==> config.mk <==
export PLATFORM = sky130hd
export DESIGN_NAME = adjust_ctrl
export DESIGN_NICKNAME = d
export VERILOG_FILES = /design/src/rtl/adjust_ctrl.sv
export SDC_FILE = /design/constraint.sdc
export NUM_CORES = 1
export LEC_CHECK = 0
export CAP_MARGIN = 15
export CORE_UTILIZATION = 40
export CTS_BUF_LIST = sky130_fd_sc_hd__clkbuf_2 sky130_fd_sc_hd__clkbuf_4 sky130_fd_sc_hd__clkbuf_8
export DETAILED_ROUTE_END_ITERATION = 12
export PLACE_DENSITY = 0.64
export SLEW_MARGIN = 15
export SYNTH_ARGS = -nofsm -noshare
export SYNTH_HDL_FRONTEND = slang
export SYNTH_SLANG_ARGS = --single-unit
==> constraint.sdc <==
create_clock -name CLOCK_50 -period 6.8 [get_ports CLOCK_50]
set_input_delay 1.36 -clock CLOCK_50 [delete_from_list [all_inputs] [get_ports CLOCK_50]]
set_output_delay 1.36 -clock CLOCK_50 [all_outputs]
set_load 0.02 [all_outputs]
==> src/rtl/adjust_ctrl.sv <==
// Time-adjust controller: key synchronizers/debouncers and the RUN/ADJUST mode FSM.
// Optional build macro ADJUST_AUTO_REPEAT_EN adds held-key auto-repeat of increment commands.
module adjust_ctrl #(
  parameter int unsigned DEBOUNCE_CYCLES     = 1_000_000,
  parameter int unsigned IDLE_TIMEOUT_CYCLES = 1_500_000_000,
  parameter int unsigned REPEAT_DELAY        = 25_000_000,
  parameter int unsigned REPEAT_PERIOD       = 5_000_000
) (
  input  logic       CLOCK_50,
  input  logic       reset,
  input  logic       key_mode_n,
  input  logic       key_next_n,
  input  logic       key_inc_n,
  output logic       adjust,
  output logic [3:0] select,
  output logic       run_en,
  output logic       inc_stb,
  output logic [2:0] inc_field,
  output logic [1:0] inc_step
);

  // state  | meaning
  // ST_RUN | clock running, keys other than mode ignored
  // ST_ADJ | timekeeping frozen, next/inc edit the selected digit

  localparam int DB_W   = 20;
  localparam int IDLE_W = 31;

  localparam logic [DB_W-1:0]   DB_LAST    = DB_W'(DEBOUNCE_CYCLES - 1);
  localparam logic [DB_W-1:0]   DB_ONE     = DB_W'(1);
  localparam logic [IDLE_W-1:0] IDLE_LIMIT = IDLE_W'(IDLE_TIMEOUT_CYCLES);
  localparam logic [IDLE_W-1:0] IDLE_ONE   = IDLE_W'(1);

  if (DEBOUNCE_CYCLES == 0 || REPEAT_PERIOD == 0 || REPEAT_PERIOD > REPEAT_DELAY) begin : g_cfg_err
    $error("adjust_ctrl: invalid timing parameters");
  end

  typedef enum logic {ST_RUN = 1'b0, ST_ADJ = 1'b1} state_e;

  logic [2:0]           raw_n;
  logic [2:0]           sync1_q, sync1_d, sync2_q, sync2_d;
  logic [2:0]           stable_q, stable_d, prev_q, prev_d;
  logic [2:0][DB_W-1:0] db_cnt_q, db_cnt_d;
  logic [2:0]           press;
  logic                 press_mode, press_next, press_inc;

  state_e               state_q, state_d;
  logic [3:0]           select_q, select_d;
  logic [IDLE_W-1:0]    idle_q, idle_d;
  logic                 adjust_q, adjust_d, run_en_q, run_en_d;
  logic                 inc_stb_q, inc_stb_d;
  logic [2:0]           inc_field_q, inc_field_d;
  logic [1:0]           inc_step_q, inc_step_d;
  logic                 fire_inc;
  logic                 rep_fire;

  assign raw_n = {key_inc_n, key_next_n, key_mode_n};

  always_comb begin
    sync1_d  = raw_n;
    sync2_d  = sync1_q;
    stable_d = stable_q;
    prev_d   = stable_q;
    for (int i = 0; i < 3; i++) begin
      db_cnt_d[i] = '0;
      if (sync2_q[i] != stable_q[i]) begin
        if (db_cnt_q[i] == DB_LAST) stable_d[i] = sync2_q[i];
        else                        db_cnt_d[i] = db_cnt_q[i] + DB_ONE;
      end
    end
  end

  assign press      = prev_q & ~stable_q;
  assign press_mode = press[0];
  assign press_next = press[1];
  assign press_inc  = press[2];

  always_comb begin
    state_d     = state_q;
    select_d    = select_q;
    idle_d      = '0;
    inc_stb_d   = 1'b0;
    inc_field_d = inc_field_q;
    inc_step_d  = inc_step_q;
    fire_inc    = 1'b0;
    case (state_q)
      ST_RUN: begin
        if (press_mode) begin
          state_d  = ST_ADJ;
          select_d = '0;
        end
      end
      default: begin
        // The edge on which the count would reach the limit is the one that returns to RUN.
        idle_d = idle_q + IDLE_ONE;
        if (press_mode) begin
          state_d  = ST_RUN;
          select_d = '0;
          idle_d   = '0;
        end else if (press_next) begin
          select_d = select_q + 4'd1;
          idle_d   = '0;
        end else if (press_inc || rep_fire) begin
          fire_inc = 1'b1;
          idle_d   = '0;
        end else if (idle_d == IDLE_LIMIT) begin
          state_d  = ST_RUN;
          select_d = '0;
          idle_d   = '0;
        end
      end
    endcase
    if (fire_inc) begin
      inc_stb_d = 1'b1;
      if (select_q < 4'd12) begin
        inc_field_d = select_q[3:1];
        inc_step_d  = {1'b0, select_q[0]};
      end else begin
        inc_field_d = 3'd6;
        inc_step_d  = select_q[1:0];
      end
    end
    adjust_d = (state_d == ST_RUN);
    run_en_d = (state_d == ST_RUN);
  end

  always_ff @(posedge CLOCK_50) begin
    if (reset) begin
      sync1_q     <= '1;
      sync2_q     <= '1;
      stable_q    <= '1;
      prev_q      <= '1;
      db_cnt_q    <= '0;
      state_q     <= ST_RUN;
      select_q    <= '0;
      idle_q      <= '0;
      adjust_q    <= 1'b1;
      run_en_q    <= 1'b1;
      inc_stb_q   <= 1'b0;
      inc_field_q <= '0;
      inc_step_q  <= '0;
    end else begin
      sync1_q     <= sync1_d;
      sync2_q     <= sync2_d;
      stable_q    <= stable_d;
      prev_q      <= prev_d;
      db_cnt_q    <= db_cnt_d;
      state_q     <= state_d;
      select_q    <= select_d;
      idle_q      <= idle_d;
      adjust_q    <= adjust_d;
      run_en_q    <= run_en_d;
      inc_stb_q   <= inc_stb_d;
      inc_field_q <= inc_field_d;
      inc_step_q  <= inc_step_d;
    end
  end

`ifdef ADJUST_AUTO_REPEAT_EN
  localparam int REP_W = 25;
  localparam logic [REP_W-1:0] REP_LAST   = REP_W'(REPEAT_DELAY - 1);
  localparam logic [REP_W-1:0] REP_RELOAD = REP_W'(REPEAT_DELAY - REPEAT_PERIOD);
  localparam logic [REP_W-1:0] REP_ONE    = REP_W'(1);

  logic             rep_act_q, rep_act_d;
  logic [REP_W-1:0] rep_cnt_q, rep_cnt_d;

  assign rep_fire = rep_act_q && !stable_q[2] && (rep_cnt_q == REP_LAST);

  always_comb begin
    rep_act_d = rep_act_q;
    rep_cnt_d = rep_cnt_q;
    if (state_d != ST_ADJ || stable_q[2] || press_mode || press_next) begin
      rep_act_d = 1'b0;
      rep_cnt_d = '0;
    end else if (press_inc) begin
      rep_act_d = 1'b1;
      rep_cnt_d = '0;
    end else if (rep_act_q) begin
      // After the first repeat, reload so later strobes come one period apart.
      rep_cnt_d = (rep_cnt_q == REP_LAST) ? REP_RELOAD : rep_cnt_q + REP_ONE;
    end
  end

  always_ff @(posedge CLOCK_50) begin
    if (reset) begin
      rep_act_q <= 1'b0;
      rep_cnt_q <= '0;
    end else begin
      rep_act_q <= rep_act_d;
      rep_cnt_q <= rep_cnt_d;
    end
  end
`else
  assign rep_fire = 1'b0;
`endif

  assign adjust    = adjust_q;
  assign run_en    = run_en_q;
  assign select    = select_q;
  assign inc_stb   = inc_stb_q;
  assign inc_field = inc_field_q;
  assign inc_step  = inc_step_q;

endmodule

==> metrics.txt <==
cell taking the most area after synthesis=dfxtp_1; Ys Warns=0; fill count=1287; Post-DRT Antenna Nets=0; Initial DRC Count=220; final slew viol count=0; critical path launch point type=register; total CTS buffers=17; Non-Filler Instances=831; crit path DAT=3.95 ns; final instance area=6160 sq um; DP Worst Slack=between 3 and 4 ns; Worst R2R End=idle_q[13]; critical path class=reg -> reg; Syn-to-layout area delta=12.6%; GRT overflow=0; setup violators final=0; Post-synth ARST share=0%; crit share post-route=between 50% and 60%; core area=between 10000 and 15000 sq um; worst-case clock buffer depth=2; CTS tree=done; proportion of layout cells with a drive suffix above 1=under 10%; Detail Placement HPWL=7350 um; Die H=119 um; Placer Congestion=a little under 0.9; P_leak=roughly 2.0 nW; R2R Setup Slk=~3.1 ns; row count=42; commonest non-fill, non-tap cell in the layout=dfxtp_1; Crit. End Element=register; NumNets Final=approximately 650; largest net degree at the start of global routing=32; overall power=0.00140 W; sequential fraction of the synthesis area=a little over two fifths; Root Driver=clkbuf_8; number of global-route vias before repair=4099; Setup TNS=0 ns; cell count after synthesis=636; Tot GR Track Use=16.1%; WL final=10600 um; Synth Register Bits=115; Placed Cells=around 800; post_cts resized=0; status=finished, final reports clean; H-tree Lvls=4; clock-pin slew on the worst setup and hold paths=roughly 0.07 ns; Reg2Reg Depth=8; Peak Freq=272 MHz; antenna fix cells=0; setup bufs post-CTS=0; vias per cell=5.19; mapped cell area=5470 sq um; Final Hold Viols=0; Synth Area per Inst=8.60 sq um; Initial Util=between 40% and 50%; reg2reg start=idle_q[0]; WL/cell=12.8 um; maxcap violations=0; Die ar.=14200 sq um; hold path depth=1; syn_nets=647; initial antenna violation count=0; Data required, critical path=7.08 ns; Hold EP=sync2_q[1]; Post-synth EDFFs=0; most frequent cells in the layout=115 x dfxtp_1, 107 x nor2_1, 47 x nand2_1; Post-route DRC=0; Netlist cell types=between 50 and 60; Clock Sinks=115; Post-Place Cell Area=5720 sq um; fin worst setup slack=3.12 ns; HP Start=sync1_q[1]; die width=~120 um; first-pass GRT wire length=18300 um; Slew headroom=26.7%; post-synth top area share=42.1%; unrepaired setup endpoints after global routing=false; I/O pin count=17; largest cells by area after synthesis=dfxtp_1 42%, xnor2_1 7.4%, nor2_1 7.3%; Vias=4316; HP Class=reg -> reg; fin crit period=~3.7 ns; CTS Hold Bufs=0; clk_skew=0.0111 ns; Clock Latency Late Sink=0.45 ns; drt first pass iters=5; Port Buffer Count=16; Synth Flop Type=dfxtp_1; Max rail drop VDD=around 0.14 mV; CP max FO=14; Power per Cell Area=228 nW/um^2; measured slew at the worst slew-check pin=1.09 ns
-- power by group --
part | leakage (nW) | switching, W | internal [W]
clock network | 0.218 | 0.000302 | 0.000408
logic | 0.836 | 0.00000836 | 0.00000602
registers | 0.928 | 0.00000284 | 0.000676
-- layout make-up --
type / count / area, sq um / share of cell area, %
clock inverter: 14 / 201 / 3.27
timing repair buffer: 17 / 168 / 2.72
tap: 176 / 220 / 3.57
multi-input combinational: 483 / 3000 / 48.7
clock buffer: 18 / 241 / 3.92
sequential: 115 / 2300 / 37.4
inverter: 8 / 30.0 / 0.487
-- sequential cells by signal, summed over array words and instances (netlist names), 3 cells and up --
signal	count
db_cnt_q	60
idle_q	31
select	4
inc_field	3
prev_d	3
prev_q	3
sync1_q	3
sync2_q	3
-- kinds of logic after synthesis --
group / synth area share (%)
AOI/OAI and AO/OA: 5.63
xor gates and xnor gates: 13.1
adders and majority gates: 1.37
buffers and inverters: 3.11
DFF: 42.1
muxes: 1.46
and+or+nand+nor: 33.2
-- worst max-delay path, stage by stage, from the launching register on --
cell and delay [ns]:
dfxtp_1 0.49, ha_1 0.39, nand4_2 0.23, or4_1 0.70, nor3_4 0.24, xor2_2 0.19, nand3_1 0.14, nor4_4 0.96
nor3_1 0.16
-- routing by layer --
metal / global-route usage, % / vias to the layer above / share of wire [%]
met5: 0 / - / 0
met4: 8.70 / 0 / 1.5
met3: 4.31 / 13 / 3.6
met2: 26.5 / 61 / 47
met1: 19.0 / 2024 / 48
li1: - / 2218 / -
-- Yosys cell counts (2+ instances only) --
cell       number
o21ai_0        13
a211o_1         4
xor2_1         34
inv_1           8
ha_1            6
o22ai_1         2
mux2i_1         8
or4b_2          2
nand3_1        43
a2111oi_0       2
nand2b_1        6
or3_1          10
nor4b_1         4
a21oi_1        14
xnor2_1        46
nor2b_1         8
buf_1           2
and3_1         22
nor3b_1         3
clkbuf_1       17
nand3b_1        3
nand4_1        19
a211oi_1        2
or2_2          10
nor4_1         12
dfxtp_1       115
buf_2           7
nor2_1        107
o211ai_1        2
or4_1           4
nand2_1        47
nor3b_2         2
buf_4           3
and4_1          4
a31oi_1         3
nor3_1         16
nor3_2          8
and2_1          3
-- per-stage QoR --
step	utilization, %	hold WS, ns
6_report	46.3	0.412
3_5_place_dp	43.0	0.398
4_1_cts	46.3	0.411
3_3_place_gp	43.0	0.395
5_1_grt	46.3	0.435
2_1_floorplan	-	0.389
-- worst max path at each step --
stage                  to      start  slack [ns]  cells after the start
2_1_floorplan  idle_q[19]  idle_q[0]        3.98                     11
3_3_place_gp    idle_q[1]      reset        3.20                      5
3_5_place_dp    idle_q[1]      reset        3.09                      5
4_1_cts        idle_q[13]  idle_q[0]        3.14                      8
5_1_grt        idle_q[13]  idle_q[0]        2.92                      8
6_report       idle_q[13]  idle_q[0]        3.12                      8
(Power assumes the default switching activity.)
